<file path="config.mk">
export PLATFORM = sky130hd
export DESIGN_NAME = instr_fetch
export DESIGN_NICKNAME = d
export VERILOG_FILES = /design/src/rtl/instr_fetch.sv
export SDC_FILE = /design/constraint.sdc
export NUM_CORES = 1
export LEC_CHECK = 0
export ABC_AREA = 1
export ABC_CLOCK_PERIOD_IN_PS = 2700
export CORE_ASPECT_RATIO = 1.5
export CORE_MARGIN = 4
export CORE_UTILIZATION = 48
export DETAILED_ROUTE_END_ITERATION = 8
export PLACE_DENSITY = 0.77
export SYNTH_ARGS = -nofsm -noshare
export SYNTH_HDL_FRONTEND = slang
export SYNTH_SLANG_ARGS = --single-unit
</file>
<file path="constraint.sdc">
create_clock -name HCLK -period 2.7 [get_ports HCLK]
set_clock_uncertainty 0.1 [all_clocks]
set_input_delay 0.405 -clock HCLK [delete_from_list [all_inputs] [get_ports HCLK]]
set_output_delay 0.405 -clock HCLK [all_outputs]
set_load 0.1 [all_outputs]
</file>
<file path="src/rtl/instr_fetch.sv">
// Instruction fetch stage: 1-cycle-latency instruction memory, in-order output buffer, redirect flush.
// Define IFETCH_ALIGN_CHECK_EN to trap misaligned redirects in a FAULT state flagged on fetch_fault.
module instr_fetch #(
   parameter logic [31:0] RESET_PC  = 32'h0000_0000,
   parameter int unsigned BUF_DEPTH = 2
) (
   input  logic        HCLK,
   input  logic        HRESETn,
   input  logic        mem_ready,
   input  logic [31:0] mem_rdata,
   output logic [31:0] mem_addr,
   input  logic        redirect_valid,
   input  logic [31:0] redirect_pc,
   input  logic        out_ready,
   output logic        out_valid,
   output logic [31:0] out_instr,
   output logic [31:0] out_pc,
   output logic        fetch_fault
);
   localparam int unsigned PW = $clog2(BUF_DEPTH);

   typedef logic [PW:0]   cnt_t;
   typedef logic [PW-1:0] ptr_t;

`ifdef IFETCH_ALIGN_CHECK_EN
   typedef enum logic [1:0] {BOOT, RUN, FAULT} state_t;
`else
   typedef enum logic {BOOT, RUN} state_t;
`endif

   state_t      state_q, state_d;
   logic [31:0] fpc_q;
   logic [31:0] tag_q;
   logic        inflight_q;
   logic [31:0] instr_buf [BUF_DEPTH];
   logic [31:0] pc_buf    [BUF_DEPTH];
   ptr_t        head_q, tail_q;
   cnt_t        count_q;
   cnt_t        occ;
   logic        pop, push, issue;

`ifdef IFETCH_ALIGN_CHECK_EN
   logic        bad_redirect;
   assign bad_redirect = redirect_valid && (redirect_pc[1:0] != 2'b00);
   assign fetch_fault  = (state_q == FAULT);
`else
   assign fetch_fault  = 1'b0;
`endif

   // Reset is muxed in combinationally so the boot address shows before the first reset edge.
   assign mem_addr  = HRESETn ? {2'b00, fpc_q[31:2]} : {2'b00, RESET_PC[31:2]};
   assign out_valid = (count_q != '0);
   assign out_instr = instr_buf[head_q];
   assign out_pc    = pc_buf[head_q];

   always_ff @(posedge HCLK) begin
      if (!HRESETn) state_q <= BOOT;
      else          state_q <= state_d;
   end

   always_comb begin
      state_d = state_q;
      pop     = out_valid && out_ready;
      push    = inflight_q && mem_ready && !redirect_valid;
      // Occupancy after this cycle's pop, counting the outstanding request as a reserved slot.
      occ     = count_q - cnt_t'(pop) + cnt_t'(inflight_q);
      issue   = (state_q == RUN) && mem_ready && !redirect_valid && (occ < cnt_t'(BUF_DEPTH));
      case (state_q)
         BOOT: if (mem_ready) state_d = RUN;
         RUN:  state_d = RUN;
`ifdef IFETCH_ALIGN_CHECK_EN
         FAULT: if (redirect_valid) state_d = RUN;
`endif
         default: state_d = BOOT;
      endcase
`ifdef IFETCH_ALIGN_CHECK_EN
      if (bad_redirect) state_d = FAULT;
`endif
   end

   always_ff @(posedge HCLK) begin
      if (!HRESETn) begin
         fpc_q      <= RESET_PC;
         tag_q      <= '0;
         inflight_q <= 1'b0;
         head_q     <= '0;
         tail_q     <= '0;
         count_q    <= '0;
         for (int unsigned i = 0; i < BUF_DEPTH; i++) begin
            instr_buf[i] <= '0;
            pc_buf[i]    <= '0;
         end
      end else if (redirect_valid) begin
         head_q     <= '0;
         tail_q     <= '0;
         count_q    <= '0;
         inflight_q <= 1'b0;
`ifdef IFETCH_ALIGN_CHECK_EN
         if (!bad_redirect) fpc_q <= redirect_pc & ~32'd3;
`else
         fpc_q <= redirect_pc & ~32'd3;
`endif
      end else begin
         if (push) begin
            assert (count_q < cnt_t'(BUF_DEPTH));
            instr_buf[tail_q] <= mem_rdata;
            pc_buf[tail_q]    <= tag_q;
            tail_q            <= tail_q + ptr_t'(1);
         end
         if (pop) head_q <= head_q + ptr_t'(1);
         count_q <= count_q + cnt_t'(push) - cnt_t'(pop);
         if (issue) begin
            fpc_q      <= fpc_q + 32'd4;
            tag_q      <= fpc_q;
            inflight_q <= 1'b1;
         end else if (push) begin
            inflight_q <= 1'b0;
         end
      end
   end
endmodule
</file>
==> flow_results.xml, run 1 <==
<?xml version="1.0" encoding="UTF-8"?>
<metrics>
  <group name="timing">
    <metric name="maxSlewViolCount" unit="">0</metric>
    <metric name="timing.final.ws_setup" unit="ps">468</metric>
    <metric name="finalSetupTns" unit="ps">0</metric>
    <metric name="timing.final.hold_violations" unit="">0</metric>
    <metric name="max_freq" unit="GHz">0.448</metric>
    <metric name="fin_crit_sh" unit="">0.827</metric>
    <metric name="period_minus_slack" unit="ps">2230</metric>
    <metric name="report.final.setup_viol" unit="">0</metric>
    <metric name="grt_setup_unrepaired" unit="">false</metric>
  </group>
  <group name="floorplanning">
    <metric name="die_height" unit="um">176</metric>
    <metric name="placementRows" unit="">61</metric>
    <metric name="dieWidth" unit="um">120</metric>
    <metric name="io_pins" unit="">167</metric>
    <metric name="effective_utilization_at_floorplan" unit="">0.488</metric>
    <metric name="floorplan.die_area" unit="um2">21200</metric>
    <metric name="core_area" unit="um2">18500</metric>
  </group>
  <group name="clock_tree">
    <metric name="hold_buffers" unit="">0</metric>
    <metric name="clk_path_buf_depth" unit="">2</metric>
    <metric name="tritoncts_num_sinks" unit="">191</metric>
    <metric name="postCtsResizedCells" unit="">0</metric>
    <metric name="path_clk_slew" unit="ps">70</metric>
    <metric name="worst_skew_pair.late_latency" unit="ps">420</metric>
    <metric name="tritoncts" unit="">yes</metric>
    <metric name="number_of_clock_buffers_inserted_by_tritoncts" unit="">17</metric>
    <metric name="clock-root-buffer" unit="">sky130_fd_sc_hd__clkbuf_16</metric>
    <metric name="cts_htree_levels" unit="">4</metric>
    <metric name="postCtsSetupRepairBufs" unit="">0</metric>
  </group>
  <group name="synthesis">
    <metric name="synthDominantAreaCellType" unit="">sky130_fd_sc_hd__edfxtp_1</metric>
    <metric name="synth.ff_latch_count" unit="">191</metric>
    <metric name="netlist_top_cells_area" unit="">sky130_fd_sc_hd__edfxtp_1, sky130_fd_sc_hd__dfxtp_1, sky130_fd_sc_hd__nand2_1</metric>
    <metric name="yosys_warnings" unit="">0</metric>
    <metric name="ys_seq_area_frac" unit="">0.559</metric>
    <metric name="yosys.cell_types.count" unit="">29</metric>
    <metric name="syn-cell-area" unit="um2">9060</metric>
    <metric name="netlist.area_leader.share" unit="">0.411</metric>
    <metric name="syn_avg_cell_area" unit="um2">9.01</metric>
    <metric name="synth_cells" unit="">1006</metric>
  </group>
  <group name="setup_path">
    <metric name="critical_path.endpoint_type" unit="">output port</metric>
    <metric name="timing.critical_path.fanout_max" unit="">62</metric>
    <metric name="timing.critical_path.arrival" unit="ps">1730</metric>
    <metric name="critical_path.startpoint_type" unit="">flip-flop</metric>
    <metric name="critPathRequiredTime" unit="ps">2190</metric>
    <metric name="setup.worst_path.class" unit="">flip-flop to output port</metric>
  </group>
  <group name="global_route">
    <metric name="grt_start_max_net_pins" unit="">67</metric>
    <metric name="global_route.overflow_total" unit="">0</metric>
    <metric name="via_count_of_the_first_global_routing_pass" unit="">6843</metric>
    <metric name="globalRouteTotalUtil" unit="">0.200</metric>
    <metric name="grt_pass1_wl" unit="um">33800</metric>
    <metric name="antenna_found_initial" unit="">0</metric>
  </group>
  <group name="final_layout">
    <metric name="layout_filler_cell_count" unit="">1508</metric>
    <metric name="design.final.nets" unit="">1223</metric>
    <metric name="layout-drive-gt1-share" unit="">0.194</metric>
    <metric name="antenna_cells" unit="">0</metric>
    <metric name="area_delta_synth_final" unit="%">32.8</metric>
  </group>
  <group name="drt">
    <metric name="wl_per_cell" unit="um">14.9</metric>
    <metric name="antenna_violating_nets_post_route" unit="">0</metric>
    <metric name="via_count" unit="">6917</metric>
    <metric name="drt_iter0_drc" unit="">447</metric>
    <metric name="finalWirelength" unit="um">21000</metric>
    <metric name="drt_pass1_iterations" unit="">5</metric>
    <metric name="drc_errors" unit="">0</metric>
    <metric name="detail_route.vias_per_cell" unit="">4.89</metric>
  </group>
  <group name="place">
    <metric name="io_buffers" unit="">159</metric>
    <metric name="detailedPlacementHpwl" unit="um">14400</metric>
    <metric name="post-place-ws" unit="ps">227</metric>
    <metric name="finalWeightedCongestion" unit="">0.849</metric>
  </group>
  <group name="power">
    <metric name="worst_voltage_drop_across_the_vdd_grid" unit="mV">0.420</metric>
    <metric name="pwr_density_cell" unit="nW/um2">552</metric>
    <metric name="static-leakage-power" unit="nW">5.05</metric>
  </group>
  <group name="outcome">
    <metric name="outcome" unit="">completed</metric>
  </group>
  <group name="worst_hold_path">
    <metric name="worstHoldPathType" unit="">primary input to flip-flop</metric>
  </group>
  <group name="job">
    <metric name="maxCapViolCount" unit="">0</metric>
  </group>
</metrics>
==> worst paths after layout <==
| check | start | to | slack (ps) | depth (start not counted) |
|---|---|---|---|---|
| max | flip-flop | out_pc[19] | 470 | 3 |
| max reg2reg | count_q[1]$_SDFF_PP0_ | fpc_q[8]$_SDFFE_PN0P_ | 530 | 15 |
| min reg2reg | state_q$_SDFF_PN0_ | state_q$_SDFF_PN0_ | 370 | 2 |
| min | HRESETn | tag_q[25]$_SDFFE_PN0P_ | 210 | 3 |
==> synthesized netlist by cell type (all sizes together) <==
cell type and instances:
a21boi 2, a21oi 57, buf 30, clkbuf 21, conb 1, dfxtp 67
edfxtp 124, ha 4, inv 152, mux2 62, nand2 194, nand3 55
nand3b 2, nor2 181, o21ai 36, o21bai 6, o22ai 1, or2 2
xnor2 6, xor2 3
==> area by class of cell <==
| type | count | area [um2] | share of cell area |
|---|---|---|---|
| clock buffers | 21 | 462 | 0.0384 |
| clock inverters | 11 | 82.6 | 0.00686 |
| inverters | 152 | 571 | 0.0474 |
| multi-input cells | 616 | 3200 | 0.266 |
| flip-flops and latches | 191 | 5070 | 0.421 |
| well taps | 252 | 315 | 0.0262 |
| repair buffers | 172 | 2340 | 0.194 |
==> stage by stage <==
step	instance area, um2	utilization	cells	power (mW)	hold WS [ps]
after floorplan	9070	-	1010	3.99	334
after global placement	11500	0.619	1383	4.37	346
after detailed placement	11500	0.619	1383	4.38	358
after CTS	12000	0.649	1415	6.70	195
after global routing	12000	0.649	1415	6.89	213
final	12000	0.649	1415	6.64	211
==> kinds of logic (layout without fill, tap and decap cells) <==
logic type | count (synthesis) | in the layout | share of synthesized area
AO/OA/AOI/OAI | 102 | 102 | 0.0587
XOR/XNOR | 9 | 9 | 0.00870
adder cells (fa/ha/maj) | 4 | 4 | 0.00552
buffers and inverters | 203 | 356 | 0.0913
flip-flops | 191 | 191 | 0.559
multiplexers | 62 | 62 | 0.0771
other | 1 | 5 | 0.000414
AND/OR/NAND/NOR | 434 | 434 | 0.199
==> power by group <==
part	total [mW]	leakage (nW)	switching, mW	internal, mW
logic	1.03	2.96	0.681	0.349
clock network	2.32	0.267	1.08	1.25
registers	3.29	1.83	0.0746	3.21
total	6.64	5.05	1.83	4.81
==> state kept, by name, summed over array words and instances (netlist names), named ones only <==
signal      cells
head_q          1
instr_buf      64
fpc_q          30
inflight_q      1
state_q         1
tag_q          30
count_q         2
tail_q          1
pc_buf         60
==> placed cells by master (no fill, tap or decap), types with 4 or more instances in the layout <==
master / n
sky130_fd_sc_hd__clkbuf_16: 18
sky130_fd_sc_hd__o21bai_1: 6
sky130_fd_sc_hd__xnor2_1: 6
sky130_fd_sc_hd__inv_1: 149
sky130_fd_sc_hd__nand2_1: 185
sky130_fd_sc_hd__nand3_1: 53
sky130_fd_sc_hd__clkdlybuf4s50_1: 65
sky130_fd_sc_hd__buf_4: 35
sky130_fd_sc_hd__buf_12: 71
sky130_fd_sc_hd__nor2_4: 6
sky130_fd_sc_hd__nand2_2: 6
sky130_fd_sc_hd__o21ai_0: 36
sky130_fd_sc_hd__nor2_1: 169
sky130_fd_sc_hd__conb_1: 5
sky130_fd_sc_hd__mux2_2: 62
sky130_fd_sc_hd__dfxtp_1: 66
sky130_fd_sc_hd__edfxtp_1: 124
sky130_fd_sc_hd__nor2_2: 6
sky130_fd_sc_hd__ha_1: 4
sky130_fd_sc_hd__a21oi_1: 57
==> routing by layer <==
layer	GRT usage	vias to the layer above	routed length [um]	part of all wire
met1	0.225	3215	8320	0.40
li1	-	3485	-	-
met5	0	-	0	0
met4	0.0793	0	633	0.030
met2	0.376	182	11300	0.54
met3	0.0292	35	739	0.035
==> critical path, cell delays in order (launching register included) <==
cell and delay (ps):
sky130_fd_sc_hd__dfxtp_2 340, sky130_fd_sc_hd__buf_12 310, sky130_fd_sc_hd__mux2_2 440, sky130_fd_sc_hd__buf_12 180
Power figures use the tool's default switching activity.
==> inputs of run 2 (changes only) <==
ABC_CLOCK_PERIOD_IN_PS = 2060   (was 2700)
CORE_UTILIZATION = 53   (was 48)
PLACE_DENSITY = 0.81   (was 0.77)
clock period = 2.06 ns   (was 2.7 ns; I/O delays follow)
==> flow_results.xml, run 2 (same netlist as run 1, synthesis figures left out) <==
<?xml version="1.0" encoding="UTF-8"?>
<metrics>
  <group name="setup_path">
    <metric name="critical_path.startpoint_type" unit="">flip-flop</metric>
    <metric name="critPathRequiredTime" unit="ps">1650</metric>
    <metric name="timing.critical_path.fanout_max" unit="">15</metric>
    <metric name="crit_family" unit="">flip-flops</metric>
    <metric name="path_cells" unit="">clkbuf_16 &gt; mux2_2 &gt; buf_12</metric>
    <metric name="cp_num_buf_inv" unit="">2</metric>
    <metric name="cpMaxStageDelayCell" unit="">sky130_fd_sc_hd__dfxtp_4</metric>
    <metric name="critical_path.endpoint_type" unit="">output port</metric>
    <metric name="timing.critical_path.arrival" unit="ps">1680</metric>
    <metric name="setup.worst_path.class" unit="">flip-flop to output port</metric>
    <metric name="cpPeakStageDelay" unit="ps">460</metric>
  </group>
  <group name="global_route">
    <metric name="antenna_found_initial" unit="">0</metric>
    <metric name="via_count_of_the_first_global_routing_pass" unit="">7356</metric>
    <metric name="global_route.overflow_total" unit="">0</metric>
    <metric name="grt_start_max_net_pins" unit="">60</metric>
    <metric name="grt_pass1_wl" unit="um">37300</metric>
    <metric name="globalRouteTotalUtil" unit="">0.247</metric>
  </group>
  <group name="drt">
    <metric name="drt_iter0_drc" unit="">579</metric>
    <metric name="via_count" unit="">7401</metric>
    <metric name="finalWirelength" unit="um">25400</metric>
    <metric name="drc_errors" unit="">0</metric>
    <metric name="wl_per_cell" unit="um">18.0</metric>
    <metric name="antenna_violating_nets_post_route" unit="">0</metric>
    <metric name="detail_route.vias_per_cell" unit="">5.26</metric>
    <metric name="drt_pass1_iterations" unit="">6</metric>
  </group>
  <group name="timing">
    <metric name="report.final.setup_viol" unit="">15</metric>
    <metric name="period_minus_slack" unit="ps">2090</metric>
    <metric name="max_freq" unit="GHz">0.478</metric>
    <metric name="grt_setup_unrepaired" unit="">true</metric>
    <metric name="fin_crit_sh" unit="">1.02</metric>
    <metric name="timing.final.hold_violations" unit="">0</metric>
    <metric name="timing.final.ws_setup" unit="ps">-31.4</metric>
    <metric name="maxSlewViolCount" unit="">0</metric>
  </group>
  <group name="final_layout">
    <metric name="reg_top3" unit="">instr_buf: 64 flops, pc_buf: 60 flops</metric>
    <metric name="largest_register_ffs" unit="">64</metric>
    <metric name="final_common_cell" unit="">sky130_fd_sc_hd__nand2_1</metric>
    <metric name="antenna_cells" unit="">0</metric>
    <metric name="max_flop_register" unit="">instr_buf</metric>
    <metric name="design.final.nets" unit="">1259</metric>
    <metric name="layout_filler_cell_count" unit="">1047</metric>
    <metric name="final_core_utilization" unit="">0.775</metric>
    <metric name="area_delta_synth_final" unit="%">43.4</metric>
    <metric name="design_area" unit="um2">13000</metric>
    <metric name="most-common-layout-cells" unit="">sky130_fd_sc_hd__nand2_1, sky130_fd_sc_hd__nor2_1, sky130_fd_sc_hd__inv_1</metric>
    <metric name="layout-drive-gt1-share" unit="">0.240</metric>
  </group>
  <group name="power">
    <metric name="pwr_density_cell" unit="nW/um2">698</metric>
    <metric name="worst_voltage_drop_across_the_vdd_grid" unit="mV">0.638</metric>
    <metric name="static-leakage-power" unit="nW">5.37</metric>
    <metric name="totalPowerFinal" unit="mW">9.08</metric>
  </group>
  <group name="clock_tree">
    <metric name="clk_path_buf_depth" unit="">2</metric>
    <metric name="path_clk_slew" unit="ps">70</metric>
    <metric name="clock-root-buffer" unit="">sky130_fd_sc_hd__clkbuf_16</metric>
    <metric name="number_of_clock_buffers_inserted_by_tritoncts" unit="">17</metric>
    <metric name="tritoncts_num_sinks" unit="">191</metric>
    <metric name="hold_buffers" unit="">0</metric>
    <metric name="tritoncts" unit="">yes</metric>
    <metric name="worst_skew_pair.late_latency" unit="ps">420</metric>
    <metric name="cts_htree_levels" unit="">4</metric>
  </group>
  <group name="floorplanning">
    <metric name="core_area" unit="um2">16800</metric>
    <metric name="effective_utilization_at_floorplan" unit="">0.540</metric>
    <metric name="die_height" unit="um">168</metric>
    <metric name="floorplan.die_area" unit="um2">19300</metric>
    <metric name="io_pins" unit="">167</metric>
    <metric name="dieWidth" unit="um">115</metric>
    <metric name="placementRows" unit="">58</metric>
  </group>
  <group name="place">
    <metric name="finalWeightedCongestion" unit="">0.879</metric>
    <metric name="detailedPlacementHpwl" unit="um">16300</metric>
    <metric name="post-place-ws" unit="ps">-259</metric>
    <metric name="io_buffers" unit="">159</metric>
    <metric name="post_dp_cell_area" unit="um2">12200</metric>
  </group>
  <group name="outcome">
    <metric name="violations_in_the_final_reports" unit="">setup timing</metric>
    <metric name="outcome" unit="">finished with violations</metric>
  </group>
  <group name="job">
    <metric name="maxCapViolCount" unit="">0</metric>
  </group>
  <group name="worst_hold_path">
    <metric name="worstHoldPathType" unit="">primary input to flip-flop</metric>
  </group>
</metrics>
## run 2: cell count changes in the layout (fill, tap and decap cells not counted), moves of 6 or more
cell | previous run | this run
sky130_fd_sc_hd__buf_4 | 35 | 29
sky130_fd_sc_hd__mux2_4 | 0 | 17
sky130_fd_sc_hd__inv_1 | 149 | 136
sky130_fd_sc_hd__clkinvlp_4 | 1 | 12
sky130_fd_sc_hd__mux2_2 | 62 | 45
sky130_fd_sc_hd__nand2_1 | 185 | 179
sky130_fd_sc_hd__buf_12 | 71 | 108
## run 2: stage by stage
step	std cells	hold slack [ps]	TNS, ps
after floorplan	1010	330	-27930
after global placement	1370	345	-19300
after detailed placement	1370	353	-24060
after CTS	1403	185	-696
after global routing	1408	219	-1970
final	1408	196	-183
## run 2: repair_timing
action                     CTS  global route
buffers inserted             0             3
pin swaps                    0             7
gates resized for setup      7            38
setup endpoints to repair   64           101
cloned                       2             2
## run 2: path summary, 6_finish.rpt
kind	cells past startpoint	endpoint	slack, ps	start
min reg2reg	2	state_q$_SDFF_PN0_	370	state_q$_SDFF_PN0_
min	3	tag_q[30]$_SDFFE_PN0P_	200	HRESETn
max	3	out_pc[16]	-30	flip-flop
max reg2reg	15	fpc_q[9]$_SDFFE_PN0P_	80	count_q[1]$_SDFF_PP0_
## run 2: report_power, final
| part | internal (mW) | switching [mW] | leakage, nW |
|---|---|---|---|
| logic | 0.560 | 0.948 | 3.26 |
| registers | 4.20 | 0.0994 | 1.83 |
| clock network | 1.71 | 1.56 | 0.272 |
## run 2: final cells by class
cell class | count | area (um2) | share of cell area
Clock buffer | 17 | 425 | 0.0327
Clock inverter | 14 | 145 | 0.0112
Inverter | 152 | 614 | 0.0473
Multi-Input combinational cell | 616 | 3320 | 0.256
Sequential cell | 191 | 5070 | 0.390
Tap cell | 210 | 263 | 0.0202
Timing Repair Buffer | 208 | 3150 | 0.243
## run 2: routing by layer
| metal | part of all wire | up-vias | track usage |
|---|---|---|---|
| met5 | 0 | - | 0 |
| met4 | 0.036 | 0 | 0.112 |
| met3 | 0.048 | 48 | 0.0331 |
| met2 | 0.56 | 260 | 0.457 |
| met1 | 0.35 | 3535 | 0.275 |
| li1 | - | 3558 | - |
## run 2: worst reg2reg max path, delay by kind of cell (launching register included)
kind,cells,cell delay (ps)
AND/OR/NAND/NOR,9,800
adder cells (fa/ha/maj),1,230
flip-flops,1,370
buffers and inverters,5,380
